[config.mk]
export PLATFORM = sky130hd
export DESIGN_NAME = fft_stage_ctrl
export DESIGN_NICKNAME = d
export VERILOG_FILES = /design/src/rtl/fft_ctrl_pkg.sv /design/src/rtl/valid_delay_line.sv /design/src/rtl/fft_stage_ctrl.sv
export SDC_FILE = /design/constraint.sdc
export NUM_CORES = 1
export LEC_CHECK = 0
export BUFFER_PORTS_ARGS = -buffer_cell sky130_fd_sc_hd__buf_2
export CORE_MARGIN = 1
export CORE_UTILIZATION = 47
export CTS_BUF_LIST = sky130_fd_sc_hd__clkbuf_16
export CTS_CLUSTER_DIAMETER = 80
export DETAILED_ROUTE_END_ITERATION = 6
export PLACE_DENSITY = 0.84
export SLEW_MARGIN = 20
export SYNTH_ARGS = -nofsm -noshare
export SYNTH_HDL_FRONTEND = slang
export SYNTH_HIERARCHICAL = 1
export SYNTH_SLANG_ARGS = --single-unit
[constraint.sdc]
create_clock -name clk -period 2.1 [get_ports clk]
set_input_delay 0.42 -clock clk [delete_from_list [all_inputs] [get_ports clk]]
set_output_delay 0.42 -clock clk [all_outputs]
set_load 0.01 [all_outputs]
[src/rtl/fft_ctrl_pkg.sv]
// fft_ctrl_pkg: shared types and defaults for the FFT stage controller
//   state_t      - controller state (IDLE, RUN)
//   FRAME_CNT_W  - width of the completed-frame counter
//   DEF_NUM/DATA - default samples per cycle / samples per frame
package fft_ctrl_pkg;
  typedef enum logic {IDLE, RUN} state_t;
  localparam int FRAME_CNT_W = 16;
  localparam int DEF_NUM = 16;
  localparam int DEF_DATA = 512;
endpackage

[src/rtl/valid_delay_line.sv]
// valid_delay_line: DEPTH-stage shift register with async active-low clear
//   clk, rstn - clock, asynchronous active-low clear
//   d_i       - tag entering stage 0
//   q_o       - tag leaving the last stage (DEPTH cycles later)
//   any_o     - 1 when any stage holds a tag whose MSB (valid) is set
module valid_delay_line #(
  parameter int DEPTH = 3,
  parameter int W = 3
) (
  input  logic         clk,
  input  logic         rstn,
  input  logic [W-1:0] d_i,
  output logic [W-1:0] q_o,
  output logic         any_o
);
  logic [DEPTH-1:0][W-1:0] sr_q;
  always_ff @(posedge clk or negedge rstn) begin
    if (!rstn) sr_q <= '0;
    else begin
      sr_q[0] <= d_i;
      for (int i = 1; i < DEPTH; i++) sr_q[i] <= sr_q[i-1];
    end
  end
  always_comb begin
    any_o = 1'b0;
    for (int i = 0; i < DEPTH; i++) any_o = any_o | sr_q[i][W-1];
  end
  assign q_o = sr_q[DEPTH-1];
endmodule

[src/rtl/fft_stage_ctrl.sv]
// fft_stage_ctrl: framing check and sequencing for one radix-2 butterfly stage
//   clk, rstn                   - clock, asynchronous active-low reset
//   valid_in, sof_in            - upstream block valid and start-of-frame
//   bfly_en, blk_idx, upper_half - butterfly enable, block index, upper-half flag
//   valid_out, sof_out, eof_out - latency-matched flags for the next stage
//   frame_err                   - one-cycle pulse on a framing violation
//   frame_cnt                   - completed frames (wrapping)
//   busy                        - frame in progress or blocks still in flight
module fft_stage_ctrl
  import fft_ctrl_pkg::*;
#(
  parameter int NUM = DEF_NUM,
  parameter int DATA = DEF_DATA,
  parameter int LATENCY = 3,
  parameter int COUNT = DATA / NUM,
  parameter int CNT_W = $clog2(COUNT)
) (
  input  logic                   clk,
  input  logic                   rstn,
  input  logic                   valid_in,
  input  logic                   sof_in,
  output logic                   bfly_en,
  output logic [CNT_W-1:0]       blk_idx,
  output logic                   upper_half,
  output logic                   valid_out,
  output logic                   sof_out,
  output logic                   eof_out,
  output logic                   frame_err,
  output logic [FRAME_CNT_W-1:0] frame_cnt,
  output logic                   busy
);
  localparam logic [CNT_W-1:0] LAST = CNT_W'(COUNT - 1);
  localparam logic [CNT_W-1:0] HALF = CNT_W'(COUNT / 2);
  state_t state_q, state_d;
  logic [CNT_W-1:0] cnt_q, cnt_d, idx_d;
  logic run, start, cont, accept, last, err, pipe_busy;
  logic [2:0] tag_out;
  // A sof always opens a new frame; in RUN it also abandons the old one.
  always_comb begin
    run = state_q == RUN;
    start = valid_in & sof_in;
    cont = run & valid_in & ~sof_in;
    accept = start | cont;
    idx_d = start ? '0 : CNT_W'(cnt_q + 1'b1);
    last = cont & idx_d == LAST;
    err = run ? ~valid_in | sof_in : valid_in & ~sof_in;
    state_d = accept & ~last ? RUN : IDLE;
    cnt_d = accept & ~last ? idx_d : '0;
  end
  always_ff @(posedge clk or negedge rstn) begin
    if (!rstn) begin
      state_q <= IDLE;
      cnt_q <= '0;
      bfly_en <= 1'b0;
      blk_idx <= '0;
      frame_err <= 1'b0;
      frame_cnt <= '0;
    end else begin
      state_q <= state_d;
      cnt_q <= cnt_d;
      bfly_en <= accept;
      blk_idx <= accept ? idx_d : blk_idx;
      frame_err <= err;
      frame_cnt <= frame_cnt + FRAME_CNT_W'(last);
    end
  end
  valid_delay_line #(.DEPTH(LATENCY), .W(3)) u_dly (
    .clk  (clk),
    .rstn (rstn),
    .d_i  ({accept, start, last}),
    .q_o  (tag_out),
    .any_o(pipe_busy)
  );
  assign valid_out = tag_out[2];
  assign sof_out = tag_out[1];
  assign eof_out = tag_out[0];
  assign upper_half = blk_idx >= HALF;
  assign busy = run | pipe_busy;
endmodule

==> flow_summary_export.csv <==
group,metric,value,unit
run_status,status,"complete, but fails checks",
run_status,violations,"setup timing",
place,port_buffers,31,
layout,drive_gt1_frac,0.429,
power_and_ir_drop,comb_power_share,0.038,
flow_run,maxCapViolCount,0,
sta,slew_violations,0,
clocking,clkLatencyLatePin,0.28,ns
floorplanning,die_y,58.4,um
logic_synthesis,ys_seq_area_frac,0.637,
clocking,clk_path_buf_depth,2,
detailed_routing,drt-total-wl,3.04,mm
global_route,gr-usage-all-layers,0.196,
clocking,ctsHoldBuffers,0,
detailed_routing,viasPerCell,4.81,
critical_path,required,2.27,ns
floorplanning,io_pins,32,
clocking,clk_pin_slew,0.05,ns
power_and_ir_drop,seq_power_share,0.506,
sta,setup_viol,9,
sta,min_period,2.25,ns
layout,antenna_cells,0,
logic_synthesis,synth_area_per_cell,13.0,um^2
layout,fill_cells,194,
sta,hold_viol,0,
sta,fmax,445,MHz
logic_synthesis,ys_warn_count,6,
power_and_ir_drop,p_leak,1.03,nW
power_and_ir_drop,peakVddDrop,0.573,mV
detailed_routing,drc,0,
global_route,grt_max_degree,39,
layout,fin_cells,205,
place,pre_cts_ws,-0.189,ns
sta,relSlewSlack,0.463,
power_and_ir_drop,p_int,1.19,mW
layout,design_area,1990,um^2
critical_path,cp.arrival,2.41,ns
detailed_routing,final_antenna_net_count,0,
power_and_ir_drop,switchingPower,301,uW
layout,multi_input_area,584,um^2
logic_synthesis,synth_cells,115,
floorplanning,coreArea,3030,um^2
place,placedCellCount,195,
sta,fin_crit_sh,1.07,
sta,fin_hold_ws,0.225,ns
critical_path,critPathCaptureType,"flop",
layout,area_growth,33.4,%
power_and_ir_drop,power_density,749,nW/um^2
power_and_ir_drop,p_sw_frac,0.202,
layout,ff_latch_area,951,um^2
place,dp_hpwl,1.91,mm
global_route,antenna_found_initial,0,
critical_path,path_max_fanout,5,
critical_path,reg2regPathDepth,10,
floorplanning,row_count,20,
global_route,grt_pass1_wl,4.71,mm
floorplanning,die_w,58.4,um
sta,rsz0062_at_grt,"yes",
place,post_dp_cell_area,1740,um^2
detailed_routing,dr.pass1.iters,6,
sta,skew,0.00544,ns
clocking,cts_made_buffers,5,
clocking,htree_levels,2,
detailed_routing,routed-via-count,986,
logic_synthesis,ys_types,28,
clocking,root_buffer,"clkbuf_16",
detailed_routing,drtIter0Drc,34,
global_route,grt_pass1_vias,974,
floorplanning,start_util,0.493,
logic_synthesis,synth_seq_cells,38,
clocking,cts_tree,"built",
floorplanning,die_area,3410,um^2
critical_path,criticalPathCategory,"reg -> reg",
global_route,grt-ovfl-total,0,
power_and_ir_drop,p_clk_frac,0.456,
hold_path,min_path_type,"in -> async",
detailed_routing,wl_per_cell,14.8,um
logic_synthesis,syn_nets,122,
layout,fin_nets,169,
sta,fin_ws,-0.149,ns
place,place_congestion,0.741,
logic_synthesis,syn_area,1490,um^2
critical_path,cp-start-kind,"flop",
clocking,clock_sinks,38,
sta,worst_slew_pin_slew,0.805,ns
==> cell type report <==
type / instances / share of cell area
Clock buffer: 5 / 0.0629
Clock inverter: 1 / 0.00189
Inverter: 3 / 0.00566
Multi-Input combinational cell: 69 / 0.294
Sequential cell: 38 / 0.478
Tap cell: 44 / 0.0277
Timing Repair Buffer: 45 / 0.131
==> kinds of logic after synthesis <==
group	after synthesis	share of synthesized area
simple gates	41	0.164
flops	38	0.637
xor+xnor	18	0.116
buf+inv	8	0.0327
compound gates	7	0.0251
fa+ha+maj	3	0.0251
==> synth_stat cells <==
master,n,area share
dfrtp_1,38,0.64
ha_1,3,0.025
o21ai_0,4,0.013
xnor2_2,2,0.022
a211oi_1,1,0.0050
buf_4,3,0.015
nand3_2,1,0.0067
nor3_1,3,0.010
nand3b_1,1,0.0050
and3_1,3,0.013
and3_2,1,0.0050
nand4_4,1,0.014
nand4_1,2,0.0084
or3_1,1,0.0042
or2_2,1,0.0042
clkbuf_1,1,0.0025
xor2_1,4,0.023
and4_1,1,0.0059
nand3_1,7,0.023
and2_1,1,0.0042
nand2_1,10,0.025
inv_1,3,0.0075
nor2_1,5,0.013
nor4_4,1,0.014
nand2b_1,2,0.0084
buf_6,1,0.0075
a21oi_1,2,0.0067
xnor2_1,12,0.070
==> power by group through the flow <==
stage | clock, mW | sequential (mW) | combinational, mW
floorplan | 0 | 0.770 | 0.0199
global placement | 0 | 0.766 | 0.0537
detailed placement | 0 | 0.767 | 0.0559
CTS | 0.682 | 0.755 | 0.0574
global route | 0.712 | 0.756 | 0.0645
finish | 0.679 | 0.755 | 0.0573
==> final timing paths <==
path	startpoint	end	slack, ns
max	cnt_q[1]	frame_cnt[15]	-0.15
min	rstn	frame_cnt[9]	0.23
max reg2reg	cnt_q[1]	frame_cnt[15]	-0.15
min reg2reg	u_dly/sr_q[0]	u_dly/sr_q[3]	0.34
max in group asynchronous	rstn	blk_idx[4]	1.36
min in group clk	u_dly/sr_q[0]	u_dly/sr_q[3]	0.34
==> critical path, stage by stage (launching register included) <==
cell and delay [ns]:
dfrtp_1 0.38, ha_1 0.29, inv_2 0.05, nor4_4 0.27, nand2_1 0.10, nor2_2 0.17
ha_4 0.18, and3_4 0.19, and3_4 0.25, nand4_4 0.10, xnor2_2 0.15
==> sequential cells by signal (all words and copies together) (netlist names) <==
| name | flops |
|---|---|
| u_dly/q_o | 3 |
| bfly_en | 1 |
| blk_idx | 5 |
| run | 1 |
| frame_err | 1 |
| frame_cnt | 16 |
| u_dly/sr_q | 6 |
| cnt_q | 5 |
==> through the flow <==
stage	TNS, ns	util	power (mW)
after global placement	-0.661	0.575	0.820
after floorplan	-1.06	-	0.790
after global routing	-2.13	0.657	1.53
after detailed placement	-1.21	0.575	0.823
after CTS	-0.717	0.630	1.49
final	-0.880	0.657	1.49
==> cells in the final DEF, fill, tap and decap left out, types with 2 or more instances in the layout <==
master	n
dfrtp_1	38
buf_2	31
buf_4	14
xnor2_1	10
nand2_1	8
nand3_1	5
clkbuf_16	5
nor2_1	4
xnor2_2	4
xor2_1	4
o21ai_0	4
nand3_4	3
nor3_1	3
and3_1	2
nand4_1	2
and3_4	2
nand2_2	2
inv_1	2
nand2b_1	2
a21oi_1	2
ha_4	2
==> routing by layer <==
metal	wire, um	vias up	GRT usage
li1	-	476	-
met1	1260	472	0.232
met2	1520	27	0.297
met3	154	11	0.0659
met4	108	0	0.150
met5	0	-	0
==> what timing repair did <==
action                                  4_1_cts  5_1_grt
buffers inserted                              3        2
pin swaps                                     8        9
endpoints found under the setup margin       12       13
resized for setup                            10       10
(Power assumes the default switching activity.)
